[config.mk]
export PLATFORM = sky130hd
export DESIGN_NAME = ip_hdr_csum_arbiter
export DESIGN_NICKNAME = d
export VERILOG_FILES = /design/src/rtl/ip_hdr_csum_arbiter.sv
export SDC_FILE = /design/constraint.sdc
export NUM_CORES = 1
export LEC_CHECK = 0
export CELL_PAD_IN_SITES_DETAIL_PLACEMENT = 2
export CELL_PAD_IN_SITES_GLOBAL_PLACEMENT = 2
export CORE_UTILIZATION = 25
export CTS_BUF_LIST = sky130_fd_sc_hd__clkbuf_8
export CTS_CLUSTER_SIZE = 16
export DETAILED_ROUTE_END_ITERATION = 10
export HOLD_SLACK_MARGIN = 0.12
export PLACE_DENSITY_LB_ADDON = 0.05
export SLEW_MARGIN = 15
export SYNTH_ARGS = -nofsm -noshare
export SYNTH_HDL_FRONTEND = slang
export SYNTH_SLANG_ARGS = --single-unit
[constraint.sdc]
create_clock -name clk -period 2.95 [get_ports clk]
set_clock_uncertainty 0.2 [all_clocks]
set_input_delay 0.4425 -clock clk [delete_from_list [all_inputs] [get_ports clk]]
set_output_delay 0.4425 -clock clk [all_outputs]
set_load 0.1 [all_outputs]
[src/rtl/ip_hdr_csum_arbiter.sv]
// rtl/ip_hdr_csum_arbiter.sv - round-robin arbiter sharing one IPv4 header checksum engine among packet sources
module ip_hdr_csum_arbiter #(
    parameter int NUM_REQ     = 4,
    parameter int CRC_TIMEOUT = 64
) (
    input  logic                    clk,
    input  logic                    reset_n,
    input  logic [NUM_REQ-1:0]      req_vld,
    input  logic [NUM_REQ*32-1:0]   req_data,
    input  logic [NUM_REQ-1:0]      req_last,
    output logic [NUM_REQ-1:0]      req_rdy,
    output logic [NUM_REQ-1:0]      resp_vld,
    output logic [15:0]             resp_crc,
    output logic                    resp_err,
    output logic                    eng_start,
    output logic [31:0]             eng_d_in,
    output logic                    eng_d_in_vld,
    input  logic [15:0]             eng_crc,
    input  logic                    eng_crc_vld
);

    localparam int IW = $clog2(NUM_REQ);
    localparam int CW = $clog2(CRC_TIMEOUT + 1);

    typedef enum logic [2:0] {
        IDLE     = 3'd0,
        START    = 3'd1,
        XFER     = 3'd2,
        WAIT_CRC = 3'd3,
        RESP     = 3'd4
    } state_t;

    state_t          state, state_nxt;
    logic [IW-1:0]   gnt, gnt_nxt;
    logic [IW-1:0]   rr, rr_nxt;
    logic            crc_seen, crc_seen_nxt;
    logic [15:0]     crc_q, crc_q_nxt;
    logic [CW-1:0]   cnt, cnt_nxt, cnt_inc;

    logic [NUM_REQ-1:0] req_rdy_nxt;
    logic [NUM_REQ-1:0] resp_vld_nxt;
    logic [15:0]        resp_crc_nxt;
    logic               resp_err_nxt;
    logic               eng_start_nxt;
    logic [31:0]        eng_d_in_nxt;
    logic               eng_d_in_vld_nxt;

    logic            arb_found;
    logic [IW-1:0]   arb_idx;
    logic [IW:0]     arb_sum;
    logic [IW-1:0]   arb_cand;

    logic [31:0]     sel_data;
    logic            sel_vld;
    logic            sel_last;
    logic            sel_rdy;
    logic            accept;
    logic            seen_now;
    logic [15:0]     crc_now;

    function automatic logic [NUM_REQ-1:0] onehot(input logic [IW-1:0] idx);
        logic [NUM_REQ-1:0] v;
        v = '0;
        for (int i = 0; i < NUM_REQ; i++) begin
            if (idx == IW'(i)) begin
                v[i] = 1'b1;
            end
        end
        return v;
    endfunction

    // Round-robin search: first requesting source at or above rr, wrapping around
    always_comb begin
        arb_found = 1'b0;
        arb_idx   = '0;
        arb_sum   = '0;
        arb_cand  = '0;
        for (int k = 0; k < NUM_REQ; k++) begin
            arb_sum = {1'b0, rr} + (IW+1)'(k);
            if (arb_sum >= (IW+1)'(NUM_REQ)) begin
                arb_sum = arb_sum - (IW+1)'(NUM_REQ);
            end
            arb_cand = arb_sum[IW-1:0];
            if (!arb_found && req_vld[arb_cand]) begin
                arb_found = 1'b1;
                arb_idx   = arb_cand;
            end
        end
    end

    // Select the granted source's word, valid, last and ready
    always_comb begin
        sel_data = '0;
        sel_vld  = 1'b0;
        sel_last = 1'b0;
        sel_rdy  = 1'b0;
        for (int i = 0; i < NUM_REQ; i++) begin
            if (gnt == IW'(i)) begin
                sel_data = req_data[32*i +: 32];
                sel_vld  = req_vld[i];
                sel_last = req_last[i];
                sel_rdy  = req_rdy[i];
            end
        end
    end

    // Next-state logic; every output is computed here and registered below
    always_comb begin
        state_nxt        = state;
        gnt_nxt          = gnt;
        rr_nxt           = rr;
        crc_seen_nxt     = crc_seen;
        crc_q_nxt        = crc_q;
        cnt_nxt          = '0;
        cnt_inc          = cnt + CW'(1);
        resp_crc_nxt     = '0;
        resp_err_nxt     = 1'b0;
        eng_d_in_nxt     = eng_d_in;
        eng_d_in_vld_nxt = 1'b0;
        accept           = (state == XFER) && sel_vld && sel_rdy;
        seen_now         = crc_seen | eng_crc_vld;
        crc_now          = eng_crc_vld ? eng_crc : crc_q;

        case (state)
            IDLE: begin
                if (arb_found) begin
                    gnt_nxt      = arb_idx;
                    crc_seen_nxt = 1'b0;
                    state_nxt    = START;
                end
            end
            START: begin
                if (eng_crc_vld) begin
                    crc_seen_nxt = 1'b1;
                    crc_q_nxt    = eng_crc;
                end
                state_nxt = XFER;
            end
            XFER: begin
                // The engine may report after the header, before the packet ends
                if (eng_crc_vld) begin
                    crc_seen_nxt = 1'b1;
                    crc_q_nxt    = eng_crc;
                end
                if (accept) begin
                    eng_d_in_nxt     = sel_data;
                    eng_d_in_vld_nxt = 1'b1;
                    if (sel_last) begin
                        if (seen_now) begin
                            resp_crc_nxt = crc_now;
                            state_nxt    = RESP;
                        end else begin
                            state_nxt = WAIT_CRC;
                        end
                    end
                end
            end
            WAIT_CRC: begin
                cnt_nxt = cnt_inc;
                if (eng_crc_vld) begin
                    crc_seen_nxt = 1'b1;
                    crc_q_nxt    = eng_crc;
                    resp_crc_nxt = eng_crc;
                    state_nxt    = RESP;
                end else if (cnt_inc == CW'(CRC_TIMEOUT)) begin
                    resp_crc_nxt = '0;
                    resp_err_nxt = 1'b1;
                    state_nxt    = RESP;
                end
            end
            RESP: begin
                rr_nxt    = (gnt == IW'(NUM_REQ - 1)) ? '0 : gnt + IW'(1);
                state_nxt = IDLE;
            end
            default: begin
                state_nxt = IDLE;
            end
        endcase

        req_rdy_nxt   = (state_nxt == XFER) ? onehot(gnt_nxt) : '0;
        resp_vld_nxt  = (state_nxt == RESP) ? onehot(gnt_nxt) : '0;
        eng_start_nxt = (state_nxt == START);
    end

    // State, bookkeeping and registered outputs
    always_ff @(posedge clk or negedge reset_n) begin
        if (!reset_n) begin
            state        <= IDLE;
            gnt          <= '0;
            rr           <= '0;
            crc_seen     <= 1'b0;
            crc_q        <= '0;
            cnt          <= '0;
            req_rdy      <= '0;
            resp_vld     <= '0;
            resp_crc     <= '0;
            resp_err     <= 1'b0;
            eng_start    <= 1'b0;
            eng_d_in     <= '0;
            eng_d_in_vld <= 1'b0;
        end else begin
            state        <= state_nxt;
            gnt          <= gnt_nxt;
            rr           <= rr_nxt;
            crc_seen     <= crc_seen_nxt;
            crc_q        <= crc_q_nxt;
            cnt          <= cnt_nxt;
            req_rdy      <= req_rdy_nxt;
            resp_vld     <= resp_vld_nxt;
            resp_crc     <= resp_crc_nxt;
            resp_err     <= resp_err_nxt;
            eng_start    <= eng_start_nxt;
            eng_d_in     <= eng_d_in_nxt;
            eng_d_in_vld <= eng_d_in_vld_nxt;
        end
    end

endmodule
==> impl_results.md, run 1 <==
* Hold wc startpoint: eng_d_in[15]$_DFFE_PN0P_
* CP Capture Type: flip-flop
* Peak VDD IR at 0.0003430 V
* WL final at 18,740 microns
* Syn. warnings at 0
* CP max FO at 43
* Global-route wire length before repair at 28,570 microns
* Post-route ant nets at 0
* Cell class contributing the biggest share of worst-path delay: compound AO/OA/AOI/OAI gates
* Leading area contributor after synthesis: dfrtp_1
* Mapped Nets at 694
* Vias in the first global route at 5,215
* Commonest cells post-synth: dfrtp_1 (90), inv_1 (74), a21oi_1 (68)
* Most used standard cell by instance count after synthesis: dfrtp_1
* GPL Wtd Cong at 0.7576
* Area Growth Syn to Fin at 50.48%
* CP startpoint kind: flip-flop
* Pwr dens at 1087 nW/um^2
* Sw Pwr at 0.004395 W
* Hold path endpoint: eng_d_in[15]$_DFFE_PN0P_
* Seq/Total Area, Yosys at 0.4564
* Pins Over Slew Limit at 0
* Final Cycle Share at 0.9317
* Post-Place Cells at 990
* Die ar. at 20,300 sq um
* Gr usage total at 0.1853
* Slowest cell on crit path: dfrtp_1
* Die Y at 142.5 microns
* Reg-to-reg critical path endpoint: resp_vld[1]$_DFF_PN0_
* Final Setup Violations at 0
* CTS tree: built
* Critical path data required time at 3.01 ns
* CTS sink count at 90
* Final #Nets at 897
* Class of the most critical setup path: reg -> reg
* Cell Count, Final, Fillers Out at 1,009
* RSZ-0062 raised after global routing: no
* Hold depth at 1
* Post-synth top flop: dfrtp_1
* Placed cell area at 7228 sq um
* Initial cell density of the core at 0.2544
* Worst slew margin at 0.5916
* Ys async rst share at 1.000
* Total gr overflow at 0
* TNS Setup at 0 ns
* Root Driver: clkbuf_8
* Row count at 51
* Largest net degree at the start of global routing at 51
* # fillers at 2,186
* Final Cell Area at 7426 sq um
* Actual slew at the worst max-slew pin at 0.6069 ns
* Peak Freq at 0.3638 GHz
* Critical Path Most Common Cell: a211oi_1
* Initial antenna violation count at 3
* Final routed wire length divided by cell count at 18.57 microns
* Num CTS Buffers at 9
* Synth unique cells at 54
* Synth Area per Inst at 9.241 sq um
* I/O Buffers at 213
* Core ar. at 19,400 sq um
* # DRC at 0
* Clock power frac at 0.101
* Layout cells sized above 1 at 0.1819
* Share of the synthesized area in the top cell type at 0.4564
* Worst R2R Path Depth at 6
* Clk slew on worst S/H paths at 0.10 ns
* Buf+Inv Stages, Crit Path at 1
* Post_cts resized at 0
* Crit-path cells: ha_2, buf_4, a211oi_1, a211oi_4, o2111ai_1, a211oi_1
* Tmin final at 2.749 ns
* LEAKAGE at 3.425 nW
* Synth area leaders: dfrtp_1 (46%), a21oi_1 (6.9%), mux2_4 (6.1%)
* FF+latch count, synth at 90
* Worst-Skew Late Latency at 0.36 ns
* Finished Core Util at 0.3828
* Drt via density at 4.719
* Final hold vios at 0
* R2R setup slack at 0.20 ns
* Clock tree buffer depth at 2
* Syn Inst Count at 534
* Worst path max stage delay at 0.46 ns
* Synth Cell Area at 4935 sq um
* I/O pin total at 214
* Post-CTS Setup Inserts at 0
* Critical Path AT at 2.81 ns
* Outcome: completed
* First-pass DRT Iterations at 4
* Post-synth EDFFs at 0
* Switch share at 0.5445
* 1st-iter DRT viols at 92
* Worst r2r src: gnt[0]$_DFF_PN0_
* DP HPWL at 13,970 microns
* Seq pwr share at 0.239
* H-tree levels at 3
* Via count at 4,761
* Internal power at 0.003676 W
* Die extent in x at 142.5 microns
* Logic pwr share at 0.659
* Worst hold path type: reg -> reg
* Max-Cap Viols at 0
worst max-delay path by stage:
stage,startpoint,end,cells after the start
CTS,gnt[0]$_DFF_PN0_,resp_vld[1]$_DFF_PN0_,6
global placement,req_vld[3],eng_d_in[20]$_DFFE_PN0P_,6
floorplan,req_rdy[2]$_DFF_PN0_,eng_d_in[0]$_DFFE_PN0P_,6
finish,gnt[0]$_DFF_PN0_,resp_vld[1]$_DFF_PN0_,6
global route,gnt[0]$_DFF_PN0_,state[1]$_DFF_PN0_,6
detailed placement,req_vld[3],eng_d_in[19]$_DFFE_PN0P_,6
cells in the final DEF (no fill, tap or decap), drive strengths merged, types with 2 or more instances in the layout:
cell type      count
nand2             55
o22ai             16
inv               78
a21oi             68
mux2              33
or3                2
xnor2              3
nand3              3
diode              2
and2               3
or2b               4
a32o               2
clkbuf             9
nor3               7
a211oi             6
buf               74
a22o              32
clkinv             2
ha                 5
nor2              10
nand3b             2
o21ai             52
o21bai             2
nor4               3
clkdlybuf4s50    153
nor3b              2
xor2               2
dfrtp             90
nor2b              3
a311o              2
kinds of logic (layout without fill, tap and decap cells):
kind of cell | Yosys count | after routing | share of synthesized area
AOI/OAI and AO/OA | 191 | 191 | 0.2442
buffers and inverters | 110 | 318 | 0.08950
and+or+nand+nor | 100 | 100 | 0.09787
DFF | 90 | 90 | 0.4564
muxes | 33 | 33 | 0.09052
adders and majority gates | 5 | 5 | 0.01268
xor gates and xnor gates | 5 | 5 | 0.008876
other | 0 | 2 | 0
power groups by stage:
| stage | Sequential [W] | Combinational, W | Clock [W] |
|---|---|---|---|
| after global placement | 0.00195 | 0.00528 | 0 |
| after detailed placement | 0.00196 | 0.00540 | 0 |
| after global routing | 0.00199 | 0.00569 | 0.000910 |
| after floorplan | 0.00385 | 0.00205 | 0 |
| final | 0.00193 | 0.00532 | 0.000816 |
| after CTS | 0.00194 | 0.00541 | 0.000872 |
metrics by stage:
stage,hold WS [ns],total power [W],setup WS [ns]
3_3_place_gp,0.2320,0.007224,0.2607
4_1_cts,0.3064,0.008229,0.1982
5_1_grt,0.3311,0.008590,0.02853
2_1_floorplan,-0.05309,0.005905,0.4785
6_report,0.2995,0.008071,0.2013
3_5_place_dp,0.2377,0.007359,0.2035
cell type report:
class	instances	area, sq um	share of cell area
tap	265	331.6	0.04465
clock buffer	9	123.9	0.01668
clock inverter	7	58.81	0.007919
multi-input combinational	334	2255	0.3036
sequential	90	2252	0.3033
antenna	2	5.005	0.0006740
inverter	74	277.8	0.03741
timing repair buffer	228	2122	0.2858
repair_timing:
item | 4_1_cts | 5_1_grt
endpoints found under the hold margin | 31 | 0
endpoints found under the setup margin | 0 | 0
hold buffers | 1 | 0
flip-flops by register name, indices dropped and copies added (netlist names), 2 cells and up:
| register | cells |
|---|---|
| resp_crc | 16 |
| cnt | 7 |
| rr | 2 |
| crc_q | 16 |
| resp_vld | 4 |
| req_rdy | 4 |
| gnt | 2 |
| eng_d_in | 32 |
| state | 3 |
routing by layer:
layer  share of wire  GRT usage  vias to the layer above
met5         0.00069          0                        -
met4           0.015    0.05490                        2
met3           0.066    0.04879                       19
met2            0.52     0.3413                      117
met1            0.40     0.2075                     2380
li1                -          -                     2243
Note: power is estimated with default switching activity, not from simulation.
==> run 2: changes to the inputs <==
--- a/config.mk
+++ b/config.mk
@@ -5,12 +5,14 @@
 export SDC_FILE = /design/constraint.sdc
 export NUM_CORES = 1
 export LEC_CHECK = 0
+export ABC_AREA = 1
 export CELL_PAD_IN_SITES_DETAIL_PLACEMENT = 2
 export CELL_PAD_IN_SITES_GLOBAL_PLACEMENT = 2
-export CORE_UTILIZATION = 25
+export CORE_UTILIZATION = 23
 export CTS_BUF_LIST = sky130_fd_sc_hd__clkbuf_8
 export CTS_CLUSTER_SIZE = 16
 export DETAILED_ROUTE_END_ITERATION = 10
+export GPL_TIMING_DRIVEN = 1
 export HOLD_SLACK_MARGIN = 0.12
 export PLACE_DENSITY_LB_ADDON = 0.05
 export SLEW_MARGIN = 15
==> run 2 against run 1 <==
Net effect: first-iteration DRC count up 28%; hold slack worse by 0.018 ns; critical path depth increased by 5; via count increased by 13%; synthesized cell count is 23% higher; sequential cell count unchanged; total power grew 6.9%; non-clock buffer count unchanged; fmax increased by 1.5%; clock power grew 6.6%; die area is 8.1% higher; critical path type unchanged; critical endpoint is now resp_vld[3]$_DFF_PN0_; largest power group unchanged; highest routed layer is now met4.
==> impl_results.md, run 2 <==
* Outcome: completed
* Worst-Skew Late Latency at 0.38 ns (+0.02 ns)
* CP startpoint kind: flip-flop
* Register with the most flip-flops: eng_d_in
* Drt via density at 4.724 (+0.12%)
* Global-route wire length before repair at 32,810 microns (+15%)
* Post-synth top flop: dfrtp_1
* Post_cts resized at 0 (unchanged)
* Pwr dens at 1169 nW/um^2 (+7.5%)
* WHS at 0.2810 ns (-0.01849 ns)
* Syn Inst Count at 659 (+23%)
* Critical Path AT at 2.81 ns (about the same)
* Worst slew margin at 0.5700 (-0.02162)
* Largest net degree at the start of global routing at 91 (+78%)
* Most used standard cell by instance count after synthesis: o21ai_0
* Initial antenna violation count at 2 (-1)
* Syn. warnings at 0 (unchanged)
* H-tree levels at 3 (unchanged)
* Critical path data required time at 3.05 ns (+0.04 ns)
* CP Capture Type: flip-flop
* GPL Wtd Cong at 0.8174 (+7.9%)
* Synth area leaders: dfrtp_1 (46%), o21ai_0 (14%), a21oi_1 (11%)
* Initial cell density of the core at 0.2345 (-0.01991)
* CTS sink count at 90 (unchanged)
* Peak VDD IR at 0.0003917 V (+14%)
* Worst path max stage delay at 0.43 ns (-0.03 ns)
* Commonest cells post-synth: o21ai_0 (142), nand2_1 (121), a21oi_1 (104)
* Ys async rst share at 1.000 (unchanged)
* Die ar. at 21,950 sq um (+8.1%)
* Synth unique cells at 27 (-50%)
* Compound-Gate Fraction of Synth Area at 0.2648 (+0.02066)
* RSZ-0062 raised after global routing: no
* Tmin final at 2.709 ns (-0.04004 ns)
* Class of the most critical setup path: reg -> reg
* Adder-cell area share of the yosys netlist at 0.01273 (+0.00005488)
* Area of the multi-input gates at 2288 sq um (+1.5%)
* 1st-iter DRT viols at 118 (+28%)
* Post-synth EDFFs at 0 (unchanged)
* Top Metal Used: met4
* Actual slew at the worst max-slew pin at 0.6410 ns (+0.03406 ns)
* Final Cycle Share at 0.9182 (-0.01357)
* WL final at 21,070 microns (+12%)
* Crit-path cells: inv_1, ha_1, buf_4, nand3_1, nand2_1, inv_1, nand2_1, nand4_1, inv_2, a21oi_1, nor2_1
* Simple-gate share of the synthesized area at 0.1849 (+0.08700)
* Row count at 53 (+3.9%)
* Most common cell after layout, fill and taps aside: clkdlybuf4s50_1
* Multiplexer share of the synthesized area at 0 (-0.09052)
* Post-Place Cells at 1,119 (+13%)
* Worst hold path type: reg -> reg
* Clock tree buffer depth at 2 (unchanged)
* Cell Count, Final, Fillers Out at 1,139 (+13%)
* Root Driver: clkbuf_8
* Num CTS Buffers at 9 (unchanged)
* DP HPWL at 15,560 microns (+11%)
* Area Growth Syn to Fin at 50.19%
* Total gr overflow at 0 (unchanged)
* Vias in the first global route at 5,882 (+13%)
* Die Y at 148.2 microns (+4.0%)
* CP max FO at 20 (-53%)
* Final routed wire length divided by cell count at 18.50 microns (-0.40%)
* Max-Cap Viols at 0 (unchanged)
* Synth Area in XOR/XNOR at 0.001783 (-0.007092)
* FF+latch area at 2252 sq um (unchanged)
* Final #Nets at 1,016 (+13%)
* First-pass DRT Iterations at 4 (unchanged)
* Gr usage total at 0.1944 (+0.009070)
* TNS Setup at 0 ns (unchanged)
* Layout cells sized above 1 at 0.1301 (-0.05186)
* FF+latch count, synth at 90 (unchanged)
* Finished Core Util at 0.3522 (-0.03064)
* Synth Cell Area at 4913 sq um (-0.43%)
* Final Setup Violations at 0 (unchanged)
* Post-route ant nets at 0 (unchanged)
* Final hold vios at 0 (unchanged)
* Pins Over Slew Limit at 0 (unchanged)
* DR WL met2 at 10,260 microns (+5.9%)
* CTS tree: built
* I/O Buffers at 213 (unchanged)
* # DRC at 0 (unchanged)
* Leading area contributor after synthesis: dfrtp_1
* Share of the synthesized area in the top cell type at 0.4584 (+0.001976)
* Routed wl met3 at 953 microns (-23%)
* Commonest cells after routing, fill and taps aside: clkdlybuf4s50_1 (153), o21ai_0 (142), nand2_1 (121)
* Synth Area per Inst at 7.456 sq um (-19%)
* Core ar. at 20,960 sq um (+8.0%)
* Peak Freq at 0.3692 GHz (+1.5%)
* Mapped Nets at 819 (+18%)
* I/O pin total at 214 (unchanged)
* Slowest cell on crit path: dfrtp_1
* Routed length on met1 at 9362 microns (+25%)
* LEAKAGE at 3.242 nW (-5.3%)
* Main combinational cell family by area after synthesis: compound AO/OA/AOI/OAI gates
* Seq/Total Area, Yosys at 0.4584 (+0.001976)
* # fillers at 2,485 (+14%)
* Top Registers: eng_d_in (32), crc_q (16), resp_crc (16)
* Largest register FFs at 32 (unchanged)
* Via count at 5,381 (+13%)
* Clk slew on worst S/H paths at 0.10 ns (about the same)
* Die extent in x at 148.2 microns (+4.0%)
==> run 2: cell count changes after synthesis, moves of 32 or more <==
cell	previous run	this run
a22o_1	32	0
a21oi_1	68	104
nand2_1	54	121
nor2_1	10	64
o21ai_0	52	142
inv_1	74	39
==> run 2: cells by family (layout without fill, tap and decap cells) <==
group                    count (synthesis)  in the layout
AO/OA/AOI/OAI                          256            256
other                                    0              3
AND/OR/NAND/NOR                        219            219
adder cells (fa/ha/maj)                  5              5
XOR/XNOR                                 1              1
flip-flops                              90             90
buffers and inverters                   88            290
==> run 2: power by group <==
part	leakage [nW]	switching [W]	internal [W]	total [W]
registers	1.14	0.000273	0.00169	0.00196
logic	2.01	0.00434	0.00145	0.00579
clock network	0.0930	0.000507	0.000362	0.000870
total	3.24	0.00512	0.00351	0.00863
==> run 2: metrics by stage <==
stage          instance area, sq um  total power (W)  setup WS [ns]
4_1_cts                        7372         0.008758         0.2598
2_1_floorplan                  4913         0.006171         0.7974
3_3_place_gp                   7169         0.007687         0.3812
6_report                       7380         0.008625         0.2414
3_5_place_dp                   7169         0.007854         0.2227
5_1_grt                        7377         0.009271        0.02715
==> run 2: worst paths after layout <==
kind | slack (ns) | startpoint | end | cells past startpoint
min in group asynchronous | 0.45 | reset_n | eng_d_in[5]$_DFFE_PN0P_ | 3
hold reg to reg | 0.28 | cnt[0]$_DFF_PN0_ | cnt[0]$_DFF_PN0_ | 1
setup reg to reg | 0.24 | gnt[0]$_DFF_PN0_ | resp_vld[3]$_DFF_PN0_ | 11
setup / recovery | 0.24 | gnt[0]$_DFF_PN0_ | resp_vld[3]$_DFF_PN0_ | 11
hold / removal | 0.28 | cnt[0]$_DFF_PN0_ | cnt[0]$_DFF_PN0_ | 1
max in group asynchronous | 1.68 | reset_n | req_rdy[3]$_DFF_PN0_ | 3
==> run 2: repair_timing <==
item	4_1_cts	5_1_grt
hold buffers	1	0
endpoints found under the hold margin	90	0
buffers inserted	0	0
setup endpoints to repair	0	0
==> run 2: cell type report <==
cell class / instances / share of cell area
sequential: 90 / 0.3052
antenna: 3 / 0.001017
tap: 275 / 0.04663
inverter: 46 / 0.02340
clock inverter: 5 / 0.005595
multi-input combinational: 481 / 0.3101
timing repair buffer: 228 / 0.2876
clock buffer: 11 / 0.02052
==> run 2: worst max-delay path: cells and delay by family, from the launching register on <==
kind                     cells  cell delay, ns
flip-flops                   1            0.43
AO/OA/AOI/OAI                1            0.16
buffers and inverters        4            0.84
adder cells (fa/ha/maj)      1            0.27
AND/OR/NAND/NOR              5            0.74
==> run 2: layer usage <==
metal / global-route usage / vias to the layer above
met5: 0 / -
met4: 0.07371 / 0
met3: 0.02822 / 26
met2: 0.3399 / 157
met1: 0.2407 / 2607
li1: - / 2591
